### src/rtl/writeback_arbiter.sv
// writeback_arbiter: merges the execute pipe and the LSU onto the single
// register-file write port and tracks the registers that still await load data.
//
// Ports
//   clk, rst_n                   clock, asynchronous active-low reset
//   pipe_valid/pipe_rd/pipe_data execute-pipe result (highest priority, no backpressure)
//   lsu_valid/lsu_rd/lsu_data    LSU result offer; accepted when lsu_ready is high
//   lsu_ready                    LSU FIFO has room (combinational from state)
//   issue_valid/issue_rd         load issued; marks issue_rd busy
//   wb_reg_write/wb_rd/wb_data   registered register-file write port
//   busy                         pending-load bitmap (bit n = xn awaits LSU data)
//   fifo_count                   LSU FIFO occupancy
//
// Optional feature macro: WB_LSU_BYPASS_EN
//   When defined, an LSU result offered into an empty FIFO during a cycle with
//   no pipe result is written straight into the wb_* registers (1-cycle latency).
module writeback_arbiter #(
    parameter int unsigned XLEN       = 32,
    parameter int unsigned FIFO_DEPTH = 4
) (
    input  logic                          clk,
    input  logic                          rst_n,
    input  logic                          pipe_valid,
    input  logic [4:0]                    pipe_rd,
    input  logic [XLEN-1:0]               pipe_data,
    input  logic                          lsu_valid,
    input  logic [4:0]                    lsu_rd,
    input  logic [XLEN-1:0]               lsu_data,
    output logic                          lsu_ready,
    input  logic                          issue_valid,
    input  logic [4:0]                    issue_rd,
    output logic                          wb_reg_write,
    output logic [4:0]                    wb_rd,
    output logic [XLEN-1:0]               wb_data,
    output logic [31:0]                   busy,
    output logic [$clog2(FIFO_DEPTH):0]   fifo_count
);

    localparam int unsigned PTR_W = $clog2(FIFO_DEPTH);
    localparam int unsigned CNT_W = PTR_W + 1;

    typedef struct packed {
        logic [4:0]      rd;
        logic [XLEN-1:0] data;
    } wb_entry_t;

    wb_entry_t        mem_q [FIFO_DEPTH];
    logic [PTR_W-1:0] wr_ptr_q, wr_ptr_d;
    logic [PTR_W-1:0] rd_ptr_q, rd_ptr_d;
    logic [CNT_W-1:0] count_q, count_d;
    logic             wb_reg_write_q, wb_reg_write_d;
    logic [4:0]       wb_rd_q, wb_rd_d;
    logic [XLEN-1:0]  wb_data_q, wb_data_d;
    logic [31:0]      busy_q, busy_d;

    logic             fifo_empty_c;
    logic             bypass_c;
    logic             push_c;
    logic             pop_c;
    logic             sel_valid_c;
    logic             sel_lsu_c;
    wb_entry_t        sel_c;
    wb_entry_t        lsu_entry_c;

    // Handshake depends on state only, so a pop this cycle does not raise ready.
    assign lsu_ready    = (count_q != CNT_W'(FIFO_DEPTH));
    assign fifo_empty_c = (count_q == '0);
    assign lsu_entry_c  = '{rd: lsu_rd, data: lsu_data};

`ifdef WB_LSU_BYPASS_EN
    // Empty FIFO and an idle slot: skip the buffer entirely.
    assign bypass_c = fifo_empty_c && !pipe_valid && lsu_valid;
`else
    assign bypass_c = 1'b0;
`endif

    assign push_c = lsu_valid && lsu_ready && !bypass_c;
    assign pop_c  = !pipe_valid && !fifo_empty_c;

    // Writeback slot selection: pipe first, then FIFO head, then bypassed LSU.
    always_comb begin
        sel_valid_c = 1'b0;
        sel_lsu_c   = 1'b0;
        sel_c       = '0;
        if (pipe_valid) begin
            sel_valid_c = 1'b1;
            sel_c       = '{rd: pipe_rd, data: pipe_data};
        end else if (!fifo_empty_c) begin
            sel_valid_c = 1'b1;
            sel_lsu_c   = 1'b1;
            sel_c       = mem_q[rd_ptr_q];
        end else if (bypass_c) begin
            sel_valid_c = 1'b1;
            sel_lsu_c   = 1'b1;
            sel_c       = lsu_entry_c;
        end
    end

    // Next-state for pointers, occupancy, write port and pending-load bitmap.
    always_comb begin
        wr_ptr_d       = wr_ptr_q;
        rd_ptr_d       = rd_ptr_q;
        count_d        = count_q + CNT_W'(push_c) - CNT_W'(pop_c);
        wb_reg_write_d = 1'b0;
        wb_rd_d        = wb_rd_q;
        wb_data_d      = wb_data_q;
        busy_d         = busy_q;

        if (push_c) begin
            wr_ptr_d = wr_ptr_q + PTR_W'(1);
        end
        if (pop_c) begin
            rd_ptr_d = rd_ptr_q + PTR_W'(1);
        end

        // x0 results are consumed but never written.
        if (sel_valid_c) begin
            wb_reg_write_d = (sel_c.rd != 5'd0);
            wb_rd_d        = sel_c.rd;
            wb_data_d      = sel_c.data;
        end

        // Clear first so a same-cycle issue to the same register wins.
        if (sel_valid_c && sel_lsu_c && (sel_c.rd != 5'd0)) begin
            busy_d[sel_c.rd] = 1'b0;
        end
        if (issue_valid) begin
            busy_d[issue_rd] = 1'b1;
        end
        busy_d[0] = 1'b0;
    end

    // State registers.
    always_ff @(posedge clk or negedge rst_n) begin
        if (!rst_n) begin
            wr_ptr_q       <= '0;
            rd_ptr_q       <= '0;
            count_q        <= '0;
            wb_reg_write_q <= 1'b0;
            wb_rd_q        <= '0;
            wb_data_q      <= '0;
            busy_q         <= '0;
        end else begin
            wr_ptr_q       <= wr_ptr_d;
            rd_ptr_q       <= rd_ptr_d;
            count_q        <= count_d;
            wb_reg_write_q <= wb_reg_write_d;
            wb_rd_q        <= wb_rd_d;
            wb_data_q      <= wb_data_d;
            busy_q         <= busy_d;
        end
    end

    // FIFO storage; contents are don't-care until pushed, so no reset.
    always_ff @(posedge clk) begin
        if (push_c) begin
            mem_q[wr_ptr_q] <= lsu_entry_c;
        end
    end

    assign wb_reg_write = wb_reg_write_q;
    assign wb_rd        = wb_rd_q;
    assign wb_data      = wb_data_q;
    assign busy         = busy_q;
    assign fifo_count   = count_q;

endmodule
### config.mk
export PLATFORM = sky130hd
export DESIGN_NAME = writeback_arbiter
export DESIGN_NICKNAME = d
export VERILOG_FILES = /design/src/rtl/writeback_arbiter.sv
export SDC_FILE = /design/constraint.sdc
export NUM_CORES = 1
export LEC_CHECK = 0
export ABC_CLOCK_PERIOD_IN_PS = 2900
export CORE_AREA = 5 5 137 139
export DETAILED_ROUTE_END_ITERATION = 8
export DIE_AREA = 0 0 142 144
export MAX_ROUTING_LAYER = met4
export PLACE_DENSITY = 0.87
export SLEW_MARGIN = 10
export SYNTH_ARGS = -nofsm -noshare
export SYNTH_HDL_FRONTEND = slang
export SYNTH_SLANG_ARGS = --single-unit
### constraint.sdc
create_clock -name clk -period 2.9 [get_ports clk]
set_input_delay 0.58 -clock clk [delete_from_list [all_inputs] [get_ports clk]]
set_output_delay 0.58 -clock clk [all_outputs]
set_load 0.1 [all_outputs]
# --- Yosys cells after proc, flatten, opt, wreduce, memory -nomap -nowiden ---
# Memory sizes are Yosys's and may differ from the RTL's.
# Cells that the tools add are included.
# Widths: inputs -> output; s select.
op_classes:
  addsub: 4
  n_lt_le_gt_ge: 4
  n_eq_ne: 1
  n_mux: 14
  bitwise_logic: 3
  n_reduce_logical: 10
ops:
  columns: ["op", "n"]
  rows:
  - ["$mux 37", 2]
  - ["$mux 32", 2]
  - ["$and 32x32->32", 1]
  - ["$not 32->32", 1]
  - ["$or 32x32->32", 1]
  - ["$lt 5x6->1 const B", 2]
  - ["$demux 1 s5", 2]
  - ["$ge 5x1->1 const B", 2]
  - ["$mux 1", 8]
  - ["$logic_and 1x1->1", 6]
  - ["$reduce_bool 5->1", 1]
  - ["$add 2x1->2 const B", 2]
  - ["$add 3x1->3", 1]
  - ["$logic_not 3->1", 1]
  - ["$ne 3x3->1 const B", 1]
  - ["$sub 3x1->3", 1]
  - ["$logic_not 1->1", 2]
word_totals:
  ff_bits: 76
  ram_bits: 148
  in_bits: 84
  out_inout_bits: 74
  wordCells: 44
  memories: 1
mem_list:
  columns: ["name", "depth", "width", "read_ports", "rd_ports_with_merged_regs", "wr", "line", "rtl"]
  rows:
  - ["mem_q", 4, 37, 1, 0, 1, "47", "wb_entry_t mem_q [FIFO_DEPTH];"]

# --- Longest topological paths before layout ---
# Gate-level depths: netlist of run 1.
depth:
  depth_word: 12
  depth_mapped: 10
  mapped_depth_nobuf: 10

# --- Worst setup path after synthesis of run 1 ---
# OpenSTA, ideal clock, no wires.
synth_path:
  path_kind: "register to register"
  start: "register count_q[2], in the netlist fifo_count[2]"
  end: "register count_q[2], in the netlist fifo_count[2]"
  arrival_ps: 3379
  t_required_ps: 2773
  setup_slack_ps: -605
  stages_incl_launch_ff: 10
  n_path_buf: 0
  path_cell_list: "dfrtp_1 -> nand2_1 -> and2_1 -> inv_1 -> ha_1 -> inv_1 -> ha_1 -> fa_1 -> xnor2_1 -> xnor2_1"
synth_between:
  elab_chain_len: 4
synth_lines:
  columns: ["element", "line", "rtl"]
  rows:
  - ["from (decl)", "50", "logic [CNT_W-1:0] count_q, count_d;"]
  - ["from (signal assigned)", "146", "count_q <= count_d;"]
  - ["$ne 3x3->1", "66", "assign lsu_ready = (count_q != CNT_W'(FIFO_DEPTH));"]
  - ["via lsu_ready", "29", "output logic lsu_ready,"]
  - ["$logic_and 1x1->1", "77", "assign push_c = lsu_valid && lsu_ready && !bypass_c;"]
  - ["$add 3x1->3", "103", "count_d = count_q + CNT_W'(push_c) - CNT_W'(pop_c);"]
  - ["$sub 3x1->3", "103", null]
  - ["via count_d[2]", "50", null]
# The timed path passes the listed nets, and every way through them passes these cells.
# A chain may end at the register's enable or synchronous reset.

# --- Worst setup path in the final report of run 1 ---
layout_path:
  start: "register rd_ptr_q[0]"
  end: "register busy_q[16], in the netlist busy[16]"
layout_between:
  elab_chain_len: 12
layout_lines:
  columns: ["element", "line", "rtl"]
  rows:
  - ["from (decl)", "49", "logic [PTR_W-1:0] rd_ptr_q, rd_ptr_d;"]
  - ["from (signal assigned)", "145", "rd_ptr_q <= rd_ptr_d;"]
  - ["$mem_v2 4x37 *", null, null]
  - ["$mux 37 *", "88", "end else if (!fifo_empty_c) begin"]
  - ["$mux 37 *", "85", "if (pipe_valid) begin"]
  - ["$lt 5x6->1 (not written as such) / $ge 5x1->1 (equally long branches)", "125", "busy_d[sel_c.rd] = 1'b0;"]
  - ["$logic_and 1x1->1 (not written as such)", "125", null]
  - ["$mux 1 (not written as such)", "125", null]
  - ["$demux 1 s5", "125", null]
  - ["$not 32->32 (no source line)", null, null]
  - ["$and 32x32->32 (no source line)", null, null]
  - ["$mux 32 *", "124", "if (sel_valid_c && sel_lsu_c && (sel_c.rd != 5'd0)) begin"]
  - ["$or 32x32->32 (no source line)", null, null]
  - ["$mux 32 *", "127", "if (issue_valid) begin"]
  - ["via busy_d[16]", "54", "logic [31:0] busy_q, busy_d;"]
  - ["to (signal assigned)", "150", "busy_q <= busy_d;"]
  - ["to (decl)", "54", null]
# Mark *: on every way through the listed nets, which the timed path passes. The rest lies on a longest branch.

==> results of run 1 <==
## Yosys cell counts (all sizes together)
library cell	count	area, um2
o31ai	9	67.6
and3	6	37.5
nand4	1	6.26
nand3b	2	15.0
nor2b	2	17.5
mux2i	39	390
nand2	62	233
xnor2	4	35.0
o22a	1	8.76
inv	10	37.5
a21boi	1	7.51
a22oi	3	27.5
or3b	1	8.76
dfrtp	76	1900
o21ai	76	380
a22o	1	10.0
o2bb2ai	1	8.76
mux4	34	766
o22ai	2	12.5
ha	6	75.1
nand3	10	50.1
xor2	1	8.76
a21oi	3	15.0
or2	3	18.8
o211ai	1	7.51
nor4	2	12.5
buf	20	138
conb	1	3.75
mux2	1	11.3
or3	1	6.26
edfxtp	148	4440
nor3	2	10.0
nor3b	2	15.0
o41ai	6	60.1
and2	3	18.8
fa	1	20.0
nand2b	1	6.26
clkbuf	8	30.0
nor2	12	45.0
## metal layers
layer	share of wire [%]	wire (um)	vias to the layer above	global-route usage [%]
li1	-	-	2490	-
met1	38	7440	2712	23.9
met2	50	9920	238	34.0
met3	9.5	1860	40	5.09
met4	2.3	444	0	6.16
met5	0	0	-	-
## layout make-up
cell class | instances | share of cell area, %
Antenna cell | 1 | 0.0220
Clock buffer | 37 | 5.97
Clock inverter | 5 | 0.375
Inverter | 10 | 0.331
Multi-Input combinational cell | 301 | 21.4
Sequential cell | 224 | 56.0
Tap cell | 229 | 2.52
Timing Repair Buffer | 169 | 13.4
## flip-flops by register name, summed over array words and instances, names as in the netlist
name,cells
busy,31
rd_ptr_q,2
fifo_count,3
wb_reg_write,1
mem_q,148
wb_rd,5
wb_data,32
wr_ptr_q,2
## metrics by stage
| stage | worst slack (ps) | hold slack (ps) | instance area (um2) |
|---|---|---|---|
| 6_report | 654 | 146 | 11400 |
| 5_1_grt | 458 | 189 | 11400 |
| 4_1_cts | 564 | 144 | 11400 |
| 3_5_place_dp | 174 | 483 | 10600 |
| 3_3_place_gp | 329 | 477 | 10600 |
| 2_1_floorplan | 100 | 284 | 8970 |
## kinds of logic after synthesis
logic type	share of synthesized area, %
compound gates	6.75
other cells	0.0418
fa+ha+maj	1.06
simple gates	5.58
flops	70.8
xor+xnor	0.488
buf+inv	2.29
mux	13.0
## worst max-delay path by stage
stage / depth (start not counted) / slack, ps / to
2_1_floorplan: 10 / 100 / fifo_count[2]
3_3_place_gp: 9 / 330 / fifo_count[2]
3_5_place_dp: 9 / 170 / fifo_count[2]
4_1_cts: 4 / 560 / wb_data[15]
5_1_grt: 4 / 460 / wb_data[15]
6_report: 5 / 650 / busy[16]
==> metrics.txt, run 1 <==
unrepaired setup endpoints after global routing=false; Hold Buf Count CTS=0; critical path class=flop to flop; Reg-to-Reg End=busy[16]; Reg clk slew, reported paths=60 ps; worst r2r src=rd_ptr_q[0]; die area=20400 um2; hold violation count in the final report=0; DR WL/cell=20.2 um; Clock Latency Late Sink=510 ps; Startpoint Class=flop; Root Driver=clkbuf_16; critical path's most frequent cell=o21ai_0; die width=142 um; Setup Skew=10.7 ps; Initial Util=51.1%; Yosys reg bits=224; Non-Filler Instances=976; GP Congestion=0.870; r2r setup slk=650 ps; # H-tree levels=1; Synth Net Count=654; relative slew slack=49.6%; Starting DRT DRC Count=326; # Max-Cap Violations=0; grt total ovfl=0; worst hold path type=input pin to asynchronous set/reset pin; Post-DRT Antenna Nets=0; Worst path top cell family by delay=multiplexers; syn avg cell area=15.9 um2; Initial DRT Pass Iterations=5; largest net degree at the start of global routing=55; placed instance count=933; post-layout min period=2250 ps; CP cell instances=mux4_2, nor2_1, nand3_1, o21ai_0, o21ai_0; Slowest Stage Delay on Critical Path=640 ps; CP Launch Point=rd_ptr_q[0]; CTS sink cnt=224; Slowest cell on crit path=mux4_2; commonest non-fill, non-tap cell in the layout=edfxtp_1; Chip Height=144 um; PortBufs=156; crit end category=flop; vias in the first global route=5859; Fill cells=1259; most frequent cells in the layout=edfxtp_1 (148), buf_4 (83), clkdlybuf4s50_1 (81); Critical Path AT=2610 ps; critical path fanouts, max=14; Core Area=17500 um2; # nets final=820; drt via density=5.61; # IOs=158; DPL Wire Length=13.6 mm; Residual DRC=0; share of layout cells above drive strength 1=23.6%; yosys warns=0; Slew Limit Fails=0; Tcrit/Tclk final=77.4%; Total GRT Usage=20.1%; register area share after synthesis=70.8%; post-layout util=64.7%; R2R cell count=5; FP Rows=49; clk buf depth=3; cts bufs inserted=23; FMAX=445 MHz; Seq. cell area=6350 um2; final setup fails=0; first-pass GRT wire length=31.0 mm; DRT Wirelength=19.7 mm; synthesized area=8970 um2; cell count after synthesis=563; actual slew at the worst max-slew pin=756 ps; setup TNS=0 ps; area of the multi-input gates=2430 um2; library cells used by synthesis=45; Layout Area Growth over Synthesis=26.6%; status=completed; DR vias=5480; postcts setup bufs=0; TritonCTS clock tree=yes; initial antenna violation count=1; post-CTS sizing=0; Critical Path RT=3270 ps; CP Buf/Inv Count=0
Power of run 1 is left out: the tool's default activity adds up to more than one toggle a clock period on the data nets, which glitch-free logic cannot reach.
==> run 2, diff against run 1 <==
Settings changed: ABC_CLOCK_PERIOD_IN_PS 2900 to 1900, CORE_AREA 5 5 137 139 to 5 5 143 145, DIE_AREA 0 0 142 144 to 0 0 148 150, PLACE_DENSITY 0.87 to 0.84.
Clock period 2.9 ns to 1.9 ns, I/O delays scaled along.
==> run 2 against run 1 <==
  * The flow now finishes with violations (negative setup slack)
  * Worst hold slack improved by 160 ps
  * Die area increased by 8.6%
  * Largest cell class unchanged
  * Register-to-register slack got worse by 760 ps
  * Clock skew increased by 0.69 ps
  * Cell area increased by 9.9%
  * Fmax increased by 12%
  * Flip-flop and latch count unchanged
  * Critical path type unchanged
==> metrics.txt, run 2 (synthesis gave the netlist of run 1 again) <==
clk buf depth=3; largest net degree at the start of global routing=41; PortBufs=156; Residual DRC=0; Startpoint Class=flop; critical path fanouts, max=4; unrepaired setup endpoints after global routing=true; Final WS setup=-104 ps; largest register by flop count=mem_q; FP Rows=51; share of layout cells above drive strength 1=34.2%; grt total ovfl=0; post-layout min period=2000 ps; crit end category=flop; Core Area=19100 um2; DRT Wirelength=21.1 mm; Root Driver=clkbuf_16; die area=22200 um2; # Max-Cap Violations=0; hold violation count in the final report=0; R2R cell count=8; status=finished with violations; cts bufs inserted=23; most frequent cells in the layout=edfxtp_1 (148), buf_4 (92), clkdlybuf4s50_1 (81); post-layout util=65.4%; peak supply drop=0.00111 V; commonest non-fill, non-tap cell in the layout=edfxtp_1; Clock Latency Late Sink=510 ps; failing checks=negative setup slack; Starting DRT DRC Count=371; worst hold path type=input pin to asynchronous set/reset pin; final setup fails=6; TritonCTS clock tree=yes; Initial DRT Pass Iterations=5; Non-Filler Instances=1029; GP Congestion=0.864; Pwr Density=1910 nW/um2; Tcrit/Tclk final=105%; Chip Height=150 um; Critical Path AT=2390 ps; max reg flops=148; vias in the first global route=5933; DPL Wire Length=14.2 mm; Initial Util=47.0%; # H-tree levels=1; Leak Pwr=4.64 nW; initial antenna violation count=1; Layout Area Growth over Synthesis=39.2%; placed instance count=974; Post-DRT Antenna Nets=0; Reg clk slew, reported paths=60 ps; FMAX=499 MHz; # nets final=864; # IOs=158; CTS sink cnt=224; Fill cells=1266; Critical Path RT=2280 ps; drt via density=5.58; DR WL/cell=20.5 um; first-pass GRT wire length=32.0 mm; Slew Limit Fails=0; die width=148 um; Total GRT Usage=18.9%; DR vias=5740; critical path class=flop to flop; Setup Skew=11.3 ps
run 2: cell types whose count changed in the layout (fill, tap and decap cells not counted), moves of 6 or more:
cell	previous run	this run
buf_12	4	29
buf_4	83	92
buf_6	0	6
nand3_1	10	2
nand3_4	0	7
o21ai_0	75	56
o21ai_1	1	17
o31ai_1	9	3
run 2: worst max-delay path: stages (launching register included):
cell and delay [ps]:
dfrtp_4 510, nor3_4 240, nor2_4 70, ha_4 260
inv_2 30, ha_4 140, fa_2 350, xnor2_2 150
xnor2_1 130
run 2: path summary, 6_finish.rpt:
path,slack [ps],endpoint,start
max in group asynchronous,990,rd_ptr_q[1],rst_n
worst max-delay path,-100,fifo_count[2],fifo_count[1]
min in group clk,400,wb_reg_write,pipe_valid
worst max register to register,-100,fifo_count[2],fifo_count[1]
worst min register to register,490,wb_rd[2],wb_rd[2]
worst min-delay path,310,wb_data[8],rst_n
run 2: area by class of cell:
class | instances | area, um2 | share of cell area [%]
diodes | 1 | 2.50 | 0.0201
clock buffers | 31 | 657 | 5.26
clock inverters | 11 | 87.6 | 0.702
inverters | 10 | 37.5 | 0.301
multi-input cells | 302 | 2840 | 22.7
flip-flops and latches | 224 | 6360 | 51.0
well taps | 238 | 298 | 2.39
repair buffers | 212 | 2200 | 17.7
run 2: stage by stage:
stage	worst slack, ps	setup TNS, ps	cell area, um2	hold slack (ps)	total power, mW
floorplan	-440	-738	9070	84.4	15.2
global placement	-271	-2970	11300	279	18.4
detailed placement	-362	-5390	11300	287	18.6
CTS	-115	-184	12100	295	23.2
global route	-185	-1190	12500	333	24.7
finish	-104	-189	12500	309	23.8
run 2: what timing repair did:
action | CTS | global route
cloned | 0 | 2
setup buffers | 3 | 6
endpoints found under the setup margin | 13 | 50
pin swaps | 1 | 13
resized for setup | 12 | 77
hold buffers | 1 | 0
hold endpoints to repair | 18 | 0
run 2: power by group:
group	switching, mW	internal [mW]	total (mW)
combinational	8.04	4.00	12.0
clock	1.80	2.57	4.37
sequential	0.753	6.62	7.38
total	10.6	13.2	23.8
run 2: per-layer routing:
layer,track usage (%),share of wire (%),vias up
met2,31.3,50,240
met3,4.94,8.0,42
met5,-,0,-
met4,4.02,2.3,0
li1,-,-,2582
met1,23.8,40,2876
No activity file was read; power rests on OpenSTA's default activity.
